==> src/rtl/alu_flag_stage_if.sv <==
// Handshake/data bundle for alu_flag_stage: subtractor beat in, buffered result out.
// StickyOvf/ClrOvf exist only when STICKY_OVF_EN is defined.
interface alu_flag_stage_if;
    logic        InValid;
    logic        InReady;
    logic [31:0] In;
    logic [3:0]  InFlags;
    logic        S;
    logic [2:0]  Cond;
    logic        OutValid;
    logic        OutReady;
    logic [31:0] Out;
    logic        Taken;
    logic [3:0]  FlagReg;
`ifdef STICKY_OVF_EN
    logic        ClrOvf;
    logic        StickyOvf;
`endif

    modport master (
        output InValid, In, InFlags, S, Cond, OutReady,
`ifdef STICKY_OVF_EN
        output ClrOvf,
        input  StickyOvf,
`endif
        input  InReady, OutValid, Out, Taken, FlagReg
    );

    modport slave (
        input  InValid, In, InFlags, S, Cond, OutReady,
`ifdef STICKY_OVF_EN
        input  ClrOvf,
        output StickyOvf,
`endif
        output InReady, OutValid, Out, Taken, FlagReg
    );
endinterface

==> src/rtl/alu_flag_stage.sv <==
// Flag/condition stage: latches subtractor flags, evaluates Cond, buffers {In, Taken} in a 2-entry FIFO.
// Optional sticky overflow flag enabled by defining STICKY_OVF_EN.
module alu_flag_stage #(
    parameter int DEPTH = 2
) (
    input logic            clk,
    input logic            rst_n,
    alu_flag_stage_if.slave bus
);

    localparam logic [1:0] FULL = 2'(DEPTH);

    logic [32:0] mem [2];
    logic        wr_ptr;
    logic        rd_ptr;
    logic [1:0]  count;
    logic        in_ready;
    logic        out_valid;
    logic [31:0] out_q;
    logic        taken_q;
    logic [3:0]  flag_reg;

    logic        accept;
    logic        retire;
    logic [3:0]  eff;
    logic        taken_new;
    logic [1:0]  count_nxt;
    logic        rd_ptr_nxt;
    logic [32:0] head_nxt;

    assign accept = bus.InValid & in_ready;
    assign retire = out_valid & bus.OutReady;

    // Select on S first so an X on InFlags with S=0 never propagates.
    always_comb begin
        eff = flag_reg;
        if (bus.S) eff = bus.InFlags;
    end

    always_comb begin
        taken_new = 1'b0;
        case (bus.Cond)
            3'b000: taken_new = 1'b1;
            3'b001: taken_new = eff[2];
            3'b010: taken_new = ~eff[2];
            3'b011: taken_new = eff[3];
            3'b100: taken_new = ~eff[3];
            3'b101: taken_new = eff[3] | eff[2];
            3'b110: taken_new = ~eff[3] & ~eff[2];
            3'b111: taken_new = eff[0];
            default: taken_new = 1'b0;
        endcase
    end

    always_comb begin
        count_nxt = count;
        case ({accept, retire})
            2'b10:   count_nxt = count + 2'd1;
            2'b01:   count_nxt = count - 2'd1;
            default: count_nxt = count;
        endcase
    end

    assign rd_ptr_nxt = rd_ptr ^ retire;

    // Head register is refreshed from the slot the read pointer will point to,
    // bypassing the write when that slot is being filled on this same edge.
    always_comb begin
        head_nxt = {out_q, taken_q};
        if (count_nxt != 2'd0) begin
            if (accept && (wr_ptr == rd_ptr_nxt))
                head_nxt = {bus.In, taken_new};
            else
                head_nxt = mem[rd_ptr_nxt];
        end
    end

    always_ff @(posedge clk) begin
        if (!rst_n) begin
            for (int unsigned i = 0; i < 2; i++) mem[i] <= '0;
            wr_ptr    <= 1'b0;
            rd_ptr    <= 1'b0;
            count     <= '0;
            in_ready  <= 1'b0;
            out_valid <= 1'b0;
            out_q     <= '0;
            taken_q   <= 1'b0;
            flag_reg  <= '0;
        end else begin
            if (accept) begin
                mem[wr_ptr] <= {bus.In, taken_new};
                wr_ptr      <= ~wr_ptr;
            end
            if (accept && bus.S) flag_reg <= bus.InFlags;
            rd_ptr    <= rd_ptr_nxt;
            count     <= count_nxt;
            in_ready  <= count_nxt < FULL;
            out_valid <= count_nxt != 2'd0;
            out_q     <= head_nxt[32:1];
            taken_q   <= head_nxt[0];
        end
    end

    assign bus.InReady  = in_ready;
    assign bus.OutValid = out_valid;
    assign bus.Out      = out_q;
    assign bus.Taken    = taken_q;
    assign bus.FlagReg  = flag_reg;

`ifdef STICKY_OVF_EN
    logic sticky_ovf;

    always_ff @(posedge clk) begin
        if (!rst_n)
            sticky_ovf <= 1'b0;
        else if (accept && bus.S && bus.InFlags[0])
            sticky_ovf <= 1'b1;
        else if (bus.ClrOvf)
            sticky_ovf <= 1'b0;
    end

    assign bus.StickyOvf = sticky_ovf;
`endif

endmodule

==> src/flat_wrapper.sv <==
// flat-port wrapper written by rule: the top's interface ports become plain ports
module alu_flag_stage_flat 
#(
    parameter int DEPTH = 2
)
  (clk, rst_n, bus_InValid, bus_In, bus_InFlags, bus_S, bus_Cond, bus_OutReady, bus_InReady, bus_OutValid, bus_Out, bus_Taken, bus_FlagReg);
  alu_flag_stage_if bus_i ();
  input logic clk;
  input logic rst_n;
  input wire logic [$bits(bus_i.InValid)-1:0] bus_InValid;
  input wire logic [$bits(bus_i.In)-1:0] bus_In;
  input wire logic [$bits(bus_i.InFlags)-1:0] bus_InFlags;
  input wire logic [$bits(bus_i.S)-1:0] bus_S;
  input wire logic [$bits(bus_i.Cond)-1:0] bus_Cond;
  input wire logic [$bits(bus_i.OutReady)-1:0] bus_OutReady;
  output wire logic [$bits(bus_i.InReady)-1:0] bus_InReady;
  output wire logic [$bits(bus_i.OutValid)-1:0] bus_OutValid;
  output wire logic [$bits(bus_i.Out)-1:0] bus_Out;
  output wire logic [$bits(bus_i.Taken)-1:0] bus_Taken;
  output wire logic [$bits(bus_i.FlagReg)-1:0] bus_FlagReg;
  assign bus_i.InValid = bus_InValid;
  assign bus_i.In = bus_In;
  assign bus_i.InFlags = bus_InFlags;
  assign bus_i.S = bus_S;
  assign bus_i.Cond = bus_Cond;
  assign bus_i.OutReady = bus_OutReady;
  assign bus_InReady = bus_i.InReady;
  assign bus_OutValid = bus_i.OutValid;
  assign bus_Out = bus_i.Out;
  assign bus_Taken = bus_i.Taken;
  assign bus_FlagReg = bus_i.FlagReg;
  alu_flag_stage #(.DEPTH(DEPTH)) u_core (.clk(clk), .rst_n(rst_n), .bus(bus_i));
endmodule
==> config.mk <==
export PLATFORM = sky130hd
export DESIGN_NAME = alu_flag_stage_flat
export DESIGN_NICKNAME = d
export VERILOG_FILES = /design/src/rtl/alu_flag_stage_if.sv /design/src/rtl/alu_flag_stage.sv /design/src/flat_wrapper.sv
export SDC_FILE = /design/constraint.sdc
export NUM_CORES = 1
export LEC_CHECK = 0
export ABC_AREA = 1
export CORE_ASPECT_RATIO = 1.5
export CORE_MARGIN = 8
export CORE_UTILIZATION = 25
export DETAILED_ROUTE_END_ITERATION = 10
export PLACE_DENSITY = 0.51
export SYNTH_ARGS = -nofsm -noshare
export SYNTH_HDL_FRONTEND = slang
export SYNTH_SLANG_ARGS = --single-unit
==> constraint.sdc <==
create_clock -name clk -period 2.4 [get_ports clk]
set_clock_uncertainty 0.15 [all_clocks]
set_input_delay 0.36 -clock clk [delete_from_list [all_inputs] [get_ports clk]]
set_output_delay 0.36 -clock clk [all_outputs]
set_load 0.05 [all_outputs]
==> key figures, run 1 <==
Run status
  – Status: finished clean

Drt
  – DRC viols: 0
  – Via density: 4.22
  – Routed vias: 3900
  – Post-DRT Antenna Nets: 0
  – Drt wl/cell: 14.3 um
  – Initial DRC count: 196
  – Routed WL: 13.2 mm
  – Drt pass-1 iters: 5

STA
  – Worst slew margin: 0.612
  – Pins Over Slew Limit: 0
  – RSZ-0062 raised after global routing: false
  – Worst slew pin tran: 0.579 ns
  – Setup TNS: 0 ns
  – Max Clk Rate: 475 MHz
  – Hold Fails Final Rpt: 0
  – Final min period: 2.11 ns
  – Setup violators final: 0
  – Final period util: 0.877

Finish
  – Fillers: 2093
  – Antenna cells: 0
  – Area occupied by multi-input gates: 1640 sq um
  – Seq. cell area: 2840 sq um
  – Final Util: 0.335
  – Layout cells sized above 1: 0.102
  – Syn-to-layout area delta: 32.6%
  – NumNets Final: 704

Flow run
  – Max cap viols: 0

Die
  – Core area: 19500 sq um
  – Io pins: 83
  – Chip height: 188 um
  – Starting density of the core: 0.253
  – Die width: 131 um
  – FP Rows: 63
  – Full die area: 24600 sq um

Power
  – Cell area power density: 1070 nW/um^2
  – P_leak: 2.82 nW
  – Peak supply drop: 0.496 mV

Synthesis
  – Top_reg_cell synth: edfxtp_1
  – Avg Cell Area, Syn: 8.73 sq um
  – Post-Syn Instances: 566
  – Most frequent cell after synthesis: nand2_1
  – Number of synthesized flops with an enable pin: 66
  – Synth cell count leaders: nand2_1 (99), inv_1 (83), nor2_1 (78), edfxtp_1 (66), nand3_1 (51)
  – Sequential area share after synthesis: 0.576
  – Synthesized area: 4940 sq um
  – Post-synth ARST share: 0
  – Yosys top cell area share: 0.401
  – Mapped Nets: 611
  – Yosys warning total: 0
  – Area contributors post-synth: edfxtp_1 (40%), dfxtp_1 (17%), nand2_1 (7.5%), inv_1 (6.3%), nor2_1 (5.9%)
  – Post-synth top area cell: edfxtp_1
  – Synth Register Bits: 109
  – Synth unique cells: 29

Critical path
  – Kind of critical path: reg -> out
  – Crit. End Element: primary output
  – Crit-path slowest cell: clkdlybuf4s50_1
  – Largest stage delay, worst path: 0.84 ns
  – Reg-to-reg critical path startpoint: u_core.bus.InReady$_SDFF_PN0_
  – Top Family by Delay on Critical Path: buffers and inverters
  – Critical Path AT: 1.60 ns
  – Reg2Reg Setup Slack: 0.49 ns
  – FF-to-FF End: u_core.bus.Out[9]$_SDFFE_PN0P_
  – Crit path buf inv count: 1
  – Startpoint types: register
  – CP Cell Sequence: clkdlybuf4s50_1
  – Cells on worst reg2reg path: 10
  – Crit path launch: u_core.bus.InReady$_SDFF_PN0_
  – CP required: 1.89 ns
  – CP max FO: 3

GRT
  – GRT overflow: 0
  – Vias in the first global route: 3878
  – Largest net degree at the start of global routing: 37
  – First-pass GRT wire length: 20.9 mm
  – GRT Util Overall: 0.112
  – Initial antenna violation count: 0

CTS
  – CTS max path bufs: 2
  – Post-CTS resize count: 0
  – Clock Tree Root: clkbuf_16
  – Clock transition at the registers of the reported paths: 0.07 ns
  – H-tree depth: 3
  – Hold buffers post-CTS: 0
  – Worst skew pair latency: 0.35 ns
  – Num Clock Sinks: 109
  – Setup bufs post-CTS: 0
  – CTS Buf Count: 9
  – CTS tree: done

Placed design
  – Routability Congestion: 0.765
  – I/O Buffers: 82
  – HPWL Detailed: 9.26 mm

Hold path
  – Min-delay src: u_core.bus.FlagReg[1]$_SDFFE_PN0P_
  – Hold path endpoint: u_core.bus.FlagReg[1]$_SDFFE_PN0P_
  – Worst Hold Depth: 2
  – Hold Path Class: reg -> reg
layout make-up:
| type | instances | share of cell area |
|---|---|---|
| Multi-Input combinational cell | 342 | 0.251 |
| Tap cell | 260 | 0.0497 |
| Clock buffer | 10 | 0.0365 |
| Inverter | 86 | 0.0497 |
| Timing Repair Buffer | 111 | 0.172 |
| Sequential cell | 109 | 0.434 |
| Clock inverter | 6 | 0.00688 |
cell usage in the layout, fill, tap and decap left out, types with 5 or more instances in the layout:
cell type	netlist	layout
a21oi_1	33	33
buf_12	0	7
buf_4	1	22
clkbuf_16	0	9
clkdlybuf4s50_1	0	82
dfxtp_1	43	43
edfxtp_1	66	66
inv_1	83	83
nand2_1	99	95
nand2_2	1	5
nand3_1	51	51
nand3_2	10	10
nor2_1	78	78
o211ai_1	13	13
o21ai_0	34	34
o21ai_1	13	13
sequential cells by signal (all words and copies together), names as in the netlist:
signal and cells:
u_core.mem 66, u_core.bus.Out 32, u_core.bus.FlagReg 4, u_core.count 2, u_core.bus.InReady 1, u_core.bus.OutValid 1, u_core.bus.Taken 1, u_core.rd_ptr 1
u_core.wr_ptr 1
how the worst max path moves through the flow:
stage                                      end  slack (ns)  cells past startpoint
6_report                           bus_InReady        0.29                      1
5_1_grt        u_core.bus.Out[14]$_SDFFE_PN0P_        0.23                     10
4_1_cts                            bus_InReady        0.26                      1
3_5_place_dp    u_core.bus.Out[2]$_SDFFE_PN0P_       0.004                     10
3_3_place_gp    u_core.bus.Out[3]$_SDFFE_PN0P_        0.03                     10
2_1_floorplan   u_core.mem[0][0]$_SDFFCE_PN0P_        0.07                      5
kinds of logic (layout without fill, tap and decap cells):
kind of cell | count (synthesis) | after routing | share of synthesized area
xor+xnor | 1 | 1 | 0.00177
compound gates | 96 | 96 | 0.105
simple gates | 244 | 244 | 0.221
buf+inv | 115 | 213 | 0.0937
fa+ha+maj | 1 | 1 | 0.00253
flops | 109 | 109 | 0.576
report_power, final:
part,leakage [nW],switching [W],internal [W]
logic,1.65,0.00197,0.00110
clock network,0.137,0.000705,0.000741
registers,1.04,0.000152,0.00231
total,2.82,0.00283,0.00415
metal layers:
metal | vias to the layer above | GRT usage | part of all wire
li1 | 2026 | - | -
met1 | 1788 | 0.128 | 0.42
met2 | 72 | 0.198 | 0.52
met3 | 14 | 0.0196 | 0.037
met4 | 0 | 0.0506 | 0.021
met5 | - | 0 | 0
through the flow:
| stage | cells | hold WS (ns) | total power, W | area, sq um | setup slack (ns) |
|---|---|---|---|---|---|
| 2_1_floorplan | 566 | 0.325 | 0.00450 | 4940 | 0.0735 |
| 3_3_place_gp | 908 | 0.284 | 0.00560 | 6260 | 0.0348 |
| 3_5_place_dp | 908 | 0.292 | 0.00562 | 6260 | 0.00445 |
| 4_1_cts | 924 | 0.304 | 0.00710 | 6550 | 0.259 |
| 5_1_grt | 924 | 0.330 | 0.00744 | 6550 | 0.226 |
| 6_report | 924 | 0.301 | 0.00698 | 6550 | 0.294 |
(Power assumes the default switching activity.)
==> run 2: changes to the inputs <==
Settings changed: ABC_AREA 1 to 0, MAX_ROUTING_LAYER from default to met4.
==> key figures, run 2 <==
Run status
  – Status: finished clean

Drt
  – Post-DRT Antenna Nets: 0
  – Routed WL: 13.0 mm
  – Initial DRC count: 167
  – Drt wl/cell: 16.1 um
  – Routed vias: 3603
  – Drt pass-1 iters: 4
  – DRC viols: 0
  – Via density: 4.46

Critical path
  – Largest stage delay, worst path: 0.45 ns
  – Top Family by Delay on Critical Path: buffers and inverters
  – Crit path buf inv count: 3
  – CP required: 2.48 ns
  – Critical Path AT: 2.17 ns
  – Startpoint types: primary input
  – Crit-path slowest cell: clkdlybuf4s50_1
  – CP Cell Sequence: clkdlybuf4s50_1 -> and2_0 -> buf_4 -> xnor2_4 -> mux2i_4 -> buf_12 -> and3_1 -> o31ai_2
  – CP max FO: 28
  – Crit. End Element: register
  – Kind of critical path: in -> reg

GRT
  – GRT overflow: 0
  – Largest net degree at the start of global routing: 35
  – First-pass GRT wire length: 20.7 mm
  – GRT Util Overall: 0.112
  – Initial antenna violation count: 0
  – Vias in the first global route: 3918

Synthesis
  – Area contributors post-synth: edfxtp_1 (40%), dfxtp_1 (18%), and3_1 (8.3%), nand2_1 (7.7%), o31ai_2 (7.4%)
  – Most frequent cell after synthesis: nand2_1
  – Sequential area share after synthesis: 0.580
  – Post-synth ARST share: 0
  – Synth unique cells: 34
  – Avg Cell Area, Syn: 10.6 sq um
  – Synth Register Bits: 109
  – Mapped Nets: 505
  – Top_reg_cell synth: edfxtp_1
  – Post-Syn Instances: 460
  – Post-synth top area cell: edfxtp_1
  – Yosys warning total: 0
  – Synth cell count leaders: nand2_1 (101), edfxtp_1 (66), and3_1 (65), dfxtp_1 (43)
  – Yosys top cell area share: 0.405
  – Synthesized area: 4900 sq um
  – Number of synthesized flops with an enable pin: 66

Die
  – Chip height: 187 um
  – Io pins: 83
  – Starting density of the core: 0.256
  – FP Rows: 62
  – Die width: 130 um
  – Full die area: 24400 sq um
  – Core area: 19200 sq um

STA
  – Pins Over Slew Limit: 0
  – Max Clk Rate: 480 MHz
  – Final min period: 2.09 ns
  – Worst slew pin tran: 0.570 ns
  – PnR worst setup slack: 0.315 ns
  – Hold Fails Final Rpt: 0
  – Setup violators final: 0
  – Final period util: 0.869
  – RSZ-0062 raised after global routing: false
  – Hold Slack: 0.305 ns
  – Worst slew margin: 0.619

Finish
  – Biggest register: u_core.mem
  – NumNets Final: 592
  – Final Util: 0.344
  – Max reg flops: 66
  – Most common cell after layout, fill and taps aside: nand2_1
  – Fillers: 1933
  – Antenna cells: 0
  – Syn-to-layout area delta: 34.7%
  – Layout cells sized above 1: 0.152
  – Most frequent cells in the layout: nand2_1 (99), clkdlybuf4s50_1 (82), edfxtp_1 (66)

Flow run
  – Max cap viols: 0

Power
  – Cell area power density: 880 nW/um^2
  – P_leak: 2.57 nW
  – Peak supply drop: 0.350 mV

CTS
  – Clock Tree Root: clkbuf_16
  – Clock transition at the registers of the reported paths: 0.07 ns
  – CTS max path bufs: 2
  – Num Clock Sinks: 109
  – Setup bufs post-CTS: 0
  – Post-CTS resize count: 0
  – H-tree depth: 3
  – Hold buffers post-CTS: 0
  – CTS Buf Count: 9
  – Worst skew pair latency: 0.34 ns
  – CTS tree: done

Placed design
  – Pre-CTS WS: -0.0430 ns
  – I/O Buffers: 82
  – HPWL Detailed: 8.88 mm
  – Routability Congestion: 0.723

Hold path
  – Hold Path Class: reg -> reg
run 2: changes by cell type after synthesis, moves of 10 or more:
cell / previous run / this run
o211ai_1: 13 / 0
o31ai_2: 0 / 29
and3_1: 0 / 65
nand3_2: 10 / 0
and2_1: 0 / 35
inv_1: 83 / 2
o21ai_0: 34 / 3
nand3_1: 51 / 6
nor2_1: 78 / 35
a21oi_1: 33 / 1
o21ai_1: 13 / 0
run 2: cell families (layout without fill, tap and decap cells):
family / Yosys count / count (layout) / share of synthesized area
AO/OA/AOI/OAI: 43 / 43 / 0.0948
XOR/XNOR: 6 / 6 / 0.0138
adder cells (fa/ha/maj): 1 / 1 / 0.00255
buffers and inverters: 35 / 127 / 0.0309
flip-flops: 109 / 109 / 0.580
multiplexers: 8 / 8 / 0.0197
AND/OR/NAND/NOR: 258 / 258 / 0.258
run 2: worst min-delay path: stages (launching register included):
cell and delay, ns:
dfxtp_1 0.31, nand2_1 0.05, o31ai_1 0.05
run 2: area by class of cell:
cell class | instances | area (sq um) | share of cell area
Multi-Input combinational cell | 316 | 1960 | 0.297
Timing Repair Buffer | 109 | 1170 | 0.178
Clock inverter | 5 | 60.1 | 0.00910
Sequential cell | 109 | 2850 | 0.431
Inverter | 2 | 7.51 | 0.00114
Tap cell | 256 | 320 | 0.0485
Clock buffer | 11 | 233 | 0.0353
run 2: metrics by stage:
step	area, sq um	cells	total power, W	TNS, ns
after detailed placement	6300	792	0.00440	-0.936
final	6600	808	0.00581	0
after global routing	6600	808	0.00610	0
after global placement	6300	792	0.00438	-0.146
after CTS	6600	808	0.00590	0
after floorplan	4910	460	0.00358	0
run 2: path summary, 6_finish.rpt:
path | start | end | slack (ns) | cells after the start
hold reg to reg | u_core.bus.Out[29]$_SDFFE_PN0P_ | u_core.bus.Out[29]$_SDFFE_PN0P_ | 0.31 | 2
hold / removal | u_core.bus.Out[29]$_SDFFE_PN0P_ | u_core.bus.Out[29]$_SDFFE_PN0P_ | 0.31 | 2
setup reg to reg | u_core.bus.OutValid$_SDFF_PN0_ | u_core.bus.Out[21]$_SDFFE_PN0P_ | 0.42 | 7
setup / recovery | bus_OutReady | u_core.bus.Out[21]$_SDFFE_PN0P_ | 0.31 | 8
run 2: power by group:
group	internal [W]	leakage (nW)	total [W]	switching, W
Combinational	0.000763	1.39	0.00197	0.00121
Sequential	0.00223	1.04	0.00236	0.000121
Clock	0.000815	0.140	0.00148	0.000667
run 2: per-layer routing:
metal | wire length (um) | GRT usage | share of wire | vias up
met2 | 6730 | 0.192 | 0.52 | 77
met4 | 170 | 0.0377 | 0.013 | 0
li1 | - | - | - | 1765
met3 | 567 | 0.0225 | 0.044 | 7
met1 | 5560 | 0.126 | 0.43 | 1754
met5 | 0 | - | 0 | -
